## src/rtl/mpu_pkg.sv

```systemverilog
// Shared types and constants for the IMU burst collector.
// Holds the collector state encoding, the IMU register map entries the
// collector cares about, the burst geometry and the output word layout.
package mpu_pkg;

    typedef enum logic [2:0] {
        S_IDLE    = 3'd0,
        S_REQ     = 3'd1,
        S_COLLECT = 3'd2,
        S_PUBLISH = 3'd3,
        S_ABORT   = 3'd4
    } mpu_state_e;

    localparam logic [7:0] ACCEL_XOUT_H = 8'h3B;
    localparam logic [7:0] PWR_MGMT_1   = 8'h6B;
    localparam logic [7:0] WHO_AM_I     = 8'h75;

    localparam int unsigned MPU_BURST_LEN = 14;
    localparam int unsigned NUM_WORDS     = MPU_BURST_LEN / 2;

    // Position of each 16-bit word in the measurement block.
    localparam int unsigned W_AX   = 0;
    localparam int unsigned W_AY   = 1;
    localparam int unsigned W_AZ   = 2;
    localparam int unsigned W_TEMP = 3;
    localparam int unsigned W_GX   = 4;
    localparam int unsigned W_GY   = 5;
    localparam int unsigned W_GZ   = 6;

    // True for register addresses this block knows about.
    function automatic logic is_known_reg(input logic [7:0] addr);
        return (addr == ACCEL_XOUT_H) || (addr == PWR_MGMT_1) || (addr == WHO_AM_I);
    endfunction

endpackage

```

## src/rtl/mpu_burst_collector_if.sv

```systemverilog
// Bus bundle between the I2C master, the burst collector and the filter stage.
// master : collector side (drives read requests and the assembled sample)
// slave  : environment side (I2C master byte stream and sample consumer)
interface mpu_burst_collector_if;

    // Read request towards the I2C master
    logic               rd_req;
    logic [7:0]         rd_reg_addr;
    logic [3:0]         rd_len;
    logic               rd_ack;
    // Received byte stream
    logic               byte_valid;
    logic [7:0]         byte_data;
    logic               byte_last;
    logic               bus_err;
    // Assembled sample towards the filter stage
    logic               sample_valid;
    logic               sample_ready;
    logic signed [15:0] accel_x;
    logic signed [15:0] accel_y;
    logic signed [15:0] accel_z;
    logic signed [15:0] temp;
    logic signed [15:0] gyro_x;
    logic signed [15:0] gyro_y;
    logic signed [15:0] gyro_z;
    logic               sample_err;
    logic [7:0]         err_cnt;
    logic [7:0]         overrun_cnt;

    modport master (
        output rd_req, rd_reg_addr, rd_len,
        input  rd_ack,
        input  byte_valid, byte_data, byte_last, bus_err,
        output sample_valid,
        input  sample_ready,
        output accel_x, accel_y, accel_z, temp, gyro_x, gyro_y, gyro_z,
        output sample_err, err_cnt, overrun_cnt
    );

    modport slave (
        input  rd_req, rd_reg_addr, rd_len,
        output rd_ack,
        output byte_valid, byte_data, byte_last, bus_err,
        input  sample_valid,
        output sample_ready,
        input  accel_x, accel_y, accel_z, temp, gyro_x, gyro_y, gyro_z,
        input  sample_err, err_cnt, overrun_cnt
    );

endinterface

```

## src/rtl/mpu_tick_gen.sv

```systemverilog
// Free-running sample period timer.
// Ports: clk, rst (async, active high); tick_o is a registered one-cycle
// pulse every PERIOD cycles, high while the counter sits at zero.
module mpu_tick_gen #(
    parameter int unsigned PERIOD = 100000
) (
    input  logic clk,
    input  logic rst,
    output logic tick_o
);

    localparam int unsigned CW = (PERIOD > 2) ? $clog2(PERIOD) : 1;
    localparam logic [CW-1:0] RELOAD = CW'(PERIOD - 1);

    logic [CW-1:0] cnt_q, cnt_d;
    logic          tick_q, tick_d;

    // Count down, reload on zero; flag the cycle in which the count is zero.
    always_comb begin
        cnt_d  = (cnt_q == '0) ? RELOAD : cnt_q - CW'(1);
        tick_d = (cnt_d == '0);
    end

    always_ff @(posedge clk or posedge rst) begin
        if (rst) begin
            cnt_q  <= RELOAD;
            tick_q <= 1'b0;
        end else begin
            cnt_q  <= cnt_d;
            tick_q <= tick_d;
        end
    end

    assign tick_o = tick_q;

endmodule

```

## src/rtl/mpu_burst_collector.sv

```systemverilog
// Schedules periodic 14-byte IMU burst reads, assembles the returned bytes
// into seven big-endian signed words and hands them on via valid/ready.
// Ports: clk, rst (async, active high); bus (master modport) carrying the
// read request, received byte stream, sample handshake, words and counters.
module mpu_burst_collector
    import mpu_pkg::*;
#(
    parameter int unsigned SAMPLE_PERIOD  = 100000,
    parameter int unsigned TIMEOUT_CYCLES = 50000,
    parameter logic [7:0]  START_REG      = ACCEL_XOUT_H,
    parameter int unsigned BURST_LEN      = MPU_BURST_LEN
) (
    input  logic                 clk,
    input  logic                 rst,
    mpu_burst_collector_if.master bus
);

    localparam int unsigned TW       = $clog2(TIMEOUT_CYCLES + 1);
    localparam logic [TW-1:0] TMO_LAST = TW'(TIMEOUT_CYCLES - 1);
    localparam logic [3:0]    LAST_IDX = 4'(BURST_LEN - 1);

    mpu_state_e    state_q, state_d;
    logic          pending_q, pending_d;
    logic [7:0]    overrun_q, overrun_d;
    logic [7:0]    err_q, err_d;
    logic [3:0]    idx_q, idx_d;
    logic [TW-1:0] tmo_q, tmo_d;
    logic [7:0]    shadow_q [MPU_BURST_LEN];
    logic [7:0]    shadow_d [MPU_BURST_LEN];
    logic [15:0]   word_q   [NUM_WORDS];
    logic [15:0]   word_d   [NUM_WORDS];
    logic          rd_req_q, rd_req_d;
    logic          valid_q, valid_d;
    logic          serr_q, serr_d;
    logic          tick;
    logic          consume;

    mpu_tick_gen #(.PERIOD(SAMPLE_PERIOD)) u_tick (
        .clk    (clk),
        .rst    (rst),
        .tick_o (tick)
    );

    // Next-state, datapath and output decode.
    always_comb begin
        state_d   = state_q;
        overrun_d = overrun_q;
        err_d     = err_q;
        idx_d     = idx_q;
        tmo_d     = tmo_q;
        shadow_d  = shadow_q;
        word_d    = word_q;
        consume   = 1'b0;

        case (state_q)
            S_IDLE: begin
                if (pending_q) begin
                    consume = 1'b1;
                    state_d = S_REQ;
                end
            end
            S_REQ: begin
                if (bus.bus_err) begin
                    state_d = S_ABORT;
                end else if (rd_req_q && bus.rd_ack) begin
                    idx_d   = '0;
                    tmo_d   = '0;
                    state_d = S_COLLECT;
                end
            end
            S_COLLECT: begin
                // A bus error discards any byte presented in the same cycle.
                if (bus.bus_err) begin
                    state_d = S_ABORT;
                end else if (bus.byte_valid) begin
                    tmo_d           = '0;
                    shadow_d[idx_q] = bus.byte_data;
                    idx_d           = idx_q + 4'd1;
                    if (idx_q == LAST_IDX) begin
                        if (bus.byte_last) begin
                            state_d = S_PUBLISH;
                            for (int k = 0; k < NUM_WORDS; k++) begin
                                word_d[k] = {shadow_d[2*k], shadow_d[2*k+1]};
                            end
                        end else begin
                            state_d = S_ABORT;
                        end
                    end else if (bus.byte_last) begin
                        state_d = S_ABORT;
                    end
                end else if (tmo_q == TMO_LAST) begin
                    state_d = S_ABORT;
                end else begin
                    tmo_d = tmo_q + TW'(1);
                end
            end
            S_PUBLISH: begin
                if (valid_q && bus.sample_ready) begin
                    state_d = S_IDLE;
                end
            end
            S_ABORT: state_d = S_IDLE;
            default: state_d = S_IDLE;
        endcase

        // Single-deep tick queue; a tick that finds it still occupied is dropped.
        pending_d = tick | (pending_q & ~consume);
        if (tick && pending_q && !consume && (overrun_q != 8'hFF)) begin
            overrun_d = overrun_q + 8'd1;
        end

        if ((state_d == S_ABORT) && (err_q != 8'hFF)) begin
            err_d = err_q + 8'd1;
        end

        rd_req_d = (state_d == S_REQ);
        valid_d  = (state_d == S_PUBLISH);
        serr_d   = (state_d == S_ABORT);
    end

    always_ff @(posedge clk or posedge rst) begin
        if (rst) begin
            state_q   <= S_IDLE;
            pending_q <= 1'b0;
            overrun_q <= '0;
            err_q     <= '0;
            idx_q     <= '0;
            tmo_q     <= '0;
            shadow_q  <= '{default: '0};
            word_q    <= '{default: '0};
            rd_req_q  <= 1'b0;
            valid_q   <= 1'b0;
            serr_q    <= 1'b0;
        end else begin
            state_q   <= state_d;
            pending_q <= pending_d;
            overrun_q <= overrun_d;
            err_q     <= err_d;
            idx_q     <= idx_d;
            tmo_q     <= tmo_d;
            shadow_q  <= shadow_d;
            word_q    <= word_d;
            rd_req_q  <= rd_req_d;
            valid_q   <= valid_d;
            serr_q    <= serr_d;
        end
    end

    assign bus.rd_req       = rd_req_q;
    assign bus.rd_reg_addr  = START_REG;
    assign bus.rd_len       = 4'(BURST_LEN);
    assign bus.sample_valid = valid_q;
    assign bus.sample_err   = serr_q;
    assign bus.err_cnt      = err_q;
    assign bus.overrun_cnt  = overrun_q;
    assign bus.accel_x      = word_q[W_AX];
    assign bus.accel_y      = word_q[W_AY];
    assign bus.accel_z      = word_q[W_AZ];
    assign bus.temp         = word_q[W_TEMP];
    assign bus.gyro_x       = word_q[W_GX];
    assign bus.gyro_y       = word_q[W_GY];
    assign bus.gyro_z       = word_q[W_GZ];

endmodule

```

## src/flat_wrapper.sv

```systemverilog
// flat-port wrapper written by rule: the top's interface ports become plain ports
module mpu_burst_collector_flat import mpu_pkg::*;
#(
    parameter int unsigned SAMPLE_PERIOD  = 100000,
    parameter int unsigned TIMEOUT_CYCLES = 50000,
    parameter logic [7:0]  START_REG      = ACCEL_XOUT_H,
    parameter int unsigned BURST_LEN      = MPU_BURST_LEN
)
  (clk, rst, bus_rd_req, bus_rd_reg_addr, bus_rd_len, bus_rd_ack, bus_byte_valid, bus_byte_data, bus_byte_last, bus_bus_err, bus_sample_valid, bus_sample_ready, bus_accel_x, bus_accel_y, bus_accel_z, bus_temp, bus_gyro_x, bus_gyro_y, bus_gyro_z, bus_sample_err, bus_err_cnt, bus_overrun_cnt);
  mpu_burst_collector_if bus_i ();
  input  logic clk;
  input  logic rst;
  output wire logic [$bits(bus_i.rd_req)-1:0] bus_rd_req;
  output wire logic [$bits(bus_i.rd_reg_addr)-1:0] bus_rd_reg_addr;
  output wire logic [$bits(bus_i.rd_len)-1:0] bus_rd_len;
  input wire logic [$bits(bus_i.rd_ack)-1:0] bus_rd_ack;
  input wire logic [$bits(bus_i.byte_valid)-1:0] bus_byte_valid;
  input wire logic [$bits(bus_i.byte_data)-1:0] bus_byte_data;
  input wire logic [$bits(bus_i.byte_last)-1:0] bus_byte_last;
  input wire logic [$bits(bus_i.bus_err)-1:0] bus_bus_err;
  output wire logic [$bits(bus_i.sample_valid)-1:0] bus_sample_valid;
  input wire logic [$bits(bus_i.sample_ready)-1:0] bus_sample_ready;
  output wire logic [$bits(bus_i.accel_x)-1:0] bus_accel_x;
  output wire logic [$bits(bus_i.accel_y)-1:0] bus_accel_y;
  output wire logic [$bits(bus_i.accel_z)-1:0] bus_accel_z;
  output wire logic [$bits(bus_i.temp)-1:0] bus_temp;
  output wire logic [$bits(bus_i.gyro_x)-1:0] bus_gyro_x;
  output wire logic [$bits(bus_i.gyro_y)-1:0] bus_gyro_y;
  output wire logic [$bits(bus_i.gyro_z)-1:0] bus_gyro_z;
  output wire logic [$bits(bus_i.sample_err)-1:0] bus_sample_err;
  output wire logic [$bits(bus_i.err_cnt)-1:0] bus_err_cnt;
  output wire logic [$bits(bus_i.overrun_cnt)-1:0] bus_overrun_cnt;
  assign bus_rd_req = bus_i.rd_req;
  assign bus_rd_reg_addr = bus_i.rd_reg_addr;
  assign bus_rd_len = bus_i.rd_len;
  assign bus_i.rd_ack = bus_rd_ack;
  assign bus_i.byte_valid = bus_byte_valid;
  assign bus_i.byte_data = bus_byte_data;
  assign bus_i.byte_last = bus_byte_last;
  assign bus_i.bus_err = bus_bus_err;
  assign bus_sample_valid = bus_i.sample_valid;
  assign bus_i.sample_ready = bus_sample_ready;
  assign bus_accel_x = bus_i.accel_x;
  assign bus_accel_y = bus_i.accel_y;
  assign bus_accel_z = bus_i.accel_z;
  assign bus_temp = bus_i.temp;
  assign bus_gyro_x = bus_i.gyro_x;
  assign bus_gyro_y = bus_i.gyro_y;
  assign bus_gyro_z = bus_i.gyro_z;
  assign bus_sample_err = bus_i.sample_err;
  assign bus_err_cnt = bus_i.err_cnt;
  assign bus_overrun_cnt = bus_i.overrun_cnt;
  mpu_burst_collector #(.SAMPLE_PERIOD(SAMPLE_PERIOD), .TIMEOUT_CYCLES(TIMEOUT_CYCLES), .START_REG(START_REG), .BURST_LEN(BURST_LEN)) u_core (.clk(clk), .rst(rst), .bus(bus_i));
endmodule
```

## config.mk

```make
export PLATFORM = sky130hd
export DESIGN_NAME = mpu_burst_collector_flat
export DESIGN_NICKNAME = d
export VERILOG_FILES = /design/src/rtl/mpu_pkg.sv /design/src/rtl/mpu_burst_collector_if.sv /design/src/rtl/mpu_tick_gen.sv /design/src/rtl/mpu_burst_collector.sv /design/src/flat_wrapper.sv
export SDC_FILE = /design/constraint.sdc
export NUM_CORES = 1
export LEC_CHECK = 0
export CAP_MARGIN = 0
export CORE_UTILIZATION = 30
export DETAILED_ROUTE_END_ITERATION = 6
export HOLD_SLACK_MARGIN = 0.05
export PLACE_DENSITY = 0.46
export SYNTH_ARGS = -nofsm -noshare
export SYNTH_HDL_FRONTEND = slang
export SYNTH_SLANG_ARGS = --single-unit
```

## constraint.sdc

```tcl
create_clock -name clk -period 26.5 [get_ports clk]
set_clock_uncertainty 0.2 [all_clocks]
set_input_delay 6.625 -clock clk [delete_from_list [all_inputs] [get_ports clk]]
set_output_delay 6.625 -clock clk [all_outputs]
set_load 0.1 [all_outputs]
```

==> impl_metrics.py <==
metrics = {
    "power": {
        "sequentialPowerShare_pct": 46.5,
        "p_comb_share_pct": 4.7,
        "power.share.clock_pct": 48.8,
        "switching_share_pct": 23.6,
        "p_sw_uw": 217,
        "leakage_uw": 0.00722,
        "power_uw": 922,
        "peakVddDrop_mv": 0.0343,
        "p_per_area_nw_per_um2": 60.0,
        "internal_power_uw": 705,
    },
    "synthesis": {
        "synth-seq-area-share_pct": 56.0,
        "synthesis.area_sq_um": 12400,
        "avgSynthCellArea_sq_um": 11.5,
        "synth_edf_count": 0,
        "synthFlopType": "dfrtp_1",
        "async_flop_share_pct": 100,
        "yosys_warnings": 0,
        "synthCells": 1075,
        "ys_seq_elements": 277,
        "yosysUniqueCellTypes": 63,
    },
    "global_route": {
        "grt-ovfl-total": 0,
        "grt_use_met3_pct": 2.61,
        "grt_max_degree": 175,
        "use_met1_pct": 20.4,
        "gr-usage-met2_pct": 22.8,
        "grt-busiest-layer": "met2",
        "antenna_found_initial": 0,
        "grt_pass1_wl_mm": 47.3,
        "first_global_vias": 8033,
        "grt_use_total_pct": 14.4,
    },
    "sta": {
        "setup_violations": 0,
        "fmax_mhz": 106,
        "drv_slew": 0,
        "rsz0062_at_grt": "false",
        "setup_tns_ns": 0,
        "holdWs_ns": 0.258,
        "max_slew_margin_pct": 28.5,
        "fin_crit_sh_pct": 35.6,
        "hold_viol": 0,
        "worst_pin_slew_ns": 1.07,
        "period_needed_ns": 9.43,
    },
    "drt": {
        "drc": 0,
        "first_iter_violations": 391,
        "vias": 8157,
        "wl_mm": 30.1,
        "ant_nets": 0,
        "wl_per_cell_microns": 17.2,
        "viasPerCell": 4.67,
        "first_pass_iters": 6,
    },
    "layout": {
        "drive_above_1_share_pct": 16.0,
        "layout_common_cells": "dfrtp_1 (267), nand2_1 (145), clkdlybuf4s50_1 (145)",
        "multi_input_area_sq_um": 5070,
        "seqCellArea_sq_um": 6940,
        "area.growth.synth_to_final_pct": 23.8,
        "n_fill_cell": 4044,
        "final_cell_area_sq_um": 15400,
        "diodes": 0,
        "finalNetCount": 1215,
        "final_common_cell": "dfrtp_1",
    },
    "clock_tree": {
        "clk_latency_ns": 0.51,
        "cts_buffers": 34,
        "postCtsSetupBuffers": 0,
        "cts.path.max_buffers": 3,
        "cts_tree": "yes",
        "cts_max_level": 2,
        "path_clk_slew_ns": 0.06,
        "cts_hold_buf": 0,
        "cts.sinks": 277,
        "root_buffer": "clkbuf_16",
        "ctsResizeCount": 0,
    },
    "setup_path": {
        "rrSetupSlack_ns": 23.02,
        "crit_chain": "clkdlybuf4s50_1 -> nor4b_2 -> buf_4 -> nand3_4 -> buf_4 -> nand2_1 -> o21ai_0",
        "startpoint_type": "input pin",
        "crit_family": "buffers and inverters",
        "cpMostUsedCell": "buf_4",
        "cpMaxStageDelayCell": "nand3_4",
        "critical-path-max-stage-delay_ns": 0.74,
        "critPathBufInv": 3,
        "crit_cells": 7,
        "startpoint": "bus_bus_err",
        "r2r-end": "u_core.bus.gyro_z[15]",
        "endpoint": "u_core.bus.gyro_z[15]",
        "crit_path_end_kind": "flop",
        "path_class": "input pin to flop",
        "required_ns": 26.64,
        "ff2ff_path_depth": 7,
        "arrival_ns": 9.58,
        "worstPathMaxFanout": 112,
        "r2r_start": "u_core.state_q[1]",
    },
    "floorplanning": {
        "fp.dieH_microns": 205,
        "core_sq_um": 40800,
        "ios": 158,
        "dieArea_sq_um": 42200,
        "row_count": 74,
        "die_w_microns": 205,
        "initial_core_util_pct": 30.4,
    },
    "min_path": {
        "hold_class": "flop to flop",
    },
    "place": {
        "dpl-instance-area_sq_um": 14300,
        "place.gp.congestion": 0.771,
        "hpwl_mm": 19.1,
        "port_buffers": 145,
    },
    "run": {
        "cap_violations": 0,
    },
    "status": {
        "outcome": "finished, final reports clean",
    },
}
## cells by family after synthesis
family | after synthesis | share of synthesized area (%)
other | 2 | 0.0605
AND/OR/NAND/NOR | 282 | 11.2
buffers and inverters | 97 | 3.62
multiplexers | 213 | 18.3
flip-flops | 277 | 56.0
adder cells (fa/ha/maj) | 8 | 0.807
XOR/XNOR | 32 | 2.26
AO/OA/AOI/OAI | 164 | 7.83
## power by group through the flow
stage          sequential, uW  combinational (uW)  clock, uW
3_5_place_dp              436                44.5          0
2_1_floorplan             442                26.9          0
4_1_cts                   429                44.5        467
3_3_place_gp              436                44.3          0
6_report                  429                43.0        450
5_1_grt                   429                47.3        485
## area by class of cell
class / count / share of cell area (%)
clock buffers: 51 / 6.48
clock inverters: 9 / 0.530
inverters: 12 / 0.342
multi-input cells: 711 / 33.0
flip-flops and latches: 277 / 45.2
well taps: 532 / 4.33
repair buffers: 156 / 10.1
## sequential cells by signal, summed over array words and instances, names as in the netlist, 3 cells and up
register and flops:
u_core.bus.gyro_y 16, u_core.bus.temp 16, u_core.u_tick.cnt_q 17, u_core.bus.overrun_cnt 8
u_core.bus.accel_z 16, u_core.bus.accel_y 16, u_core.bus.accel_x 16, u_core.bus.gyro_x 16
u_core.bus.gyro_z 16, u_core.state_q 3, u_core.tmo_q 16, u_core.idx_q 4
u_core.shadow_q 104, u_core.bus.err_cnt 8
## metal layers
layer	routed length (microns)	up-vias	share of wire, %
li1	-	3973	-
met1	14500	4016	48
met2	14000	128	46
met3	1100	40	3.7
met4	482	0	1.6
met5	0	-	0
## Yosys cell counts, types with 3 or more instances
library cell    n  share of area (%)
dfrtp_1       267                 54
nand2_1       145                4.4
o21ai_0       117                4.7
mux2_2        108                9.8
mux2i_1       104                8.4
clkbuf_1       40                1.2
nor2_1         30               0.91
nand3_1        25                1.0
buf_2          17               0.69
xnor2_1        17                1.2
xor2_1         15                1.1
buf_1          13               0.39
buf_4          13               0.79
inv_1          12               0.36
a21oi_1        11               0.44
nand4_1        11               0.55
dfstp_2        10                2.1
and3_1          9               0.45
ha_1            8               0.81
nand2b_1        8               0.40
nor3_1          8               0.32
o22a_1          8               0.56
or3_1           8               0.40
nor2b_1         6               0.30
a2111oi_0       5               0.35
and2_1          4               0.20
nand3b_1        3               0.18
nor4_1          3               0.15
or4_1           3               0.18
## metrics by stage
stage	setup WS, ns	util, %	cells
after floorplan	12.05	-	1085
final	17.07	37.6	1748
after detailed placement	16.52	35.0	1688
after global routing	16.68	37.6	1748
after global placement	16.54	35.0	1688
after CTS	17.05	37.6	1748
## worst min path at each step
stage	startpoint	cells after the start	to
6_report	u_core.u_tick.cnt_q[0]	1	u_core.u_tick.cnt_q[0]
3_3_place_gp	u_core.u_tick.cnt_q[0]	1	u_core.u_tick.cnt_q[0]
5_1_grt	u_core.u_tick.tick_o	1	u_core.pending_q
3_5_place_dp	u_core.u_tick.cnt_q[0]	1	u_core.u_tick.cnt_q[0]
2_1_floorplan	u_core.u_tick.cnt_q[0]	1	u_core.u_tick.cnt_q[0]
4_1_cts	u_core.u_tick.cnt_q[0]	1	u_core.u_tick.cnt_q[0]
(Power assumes the default switching activity.)
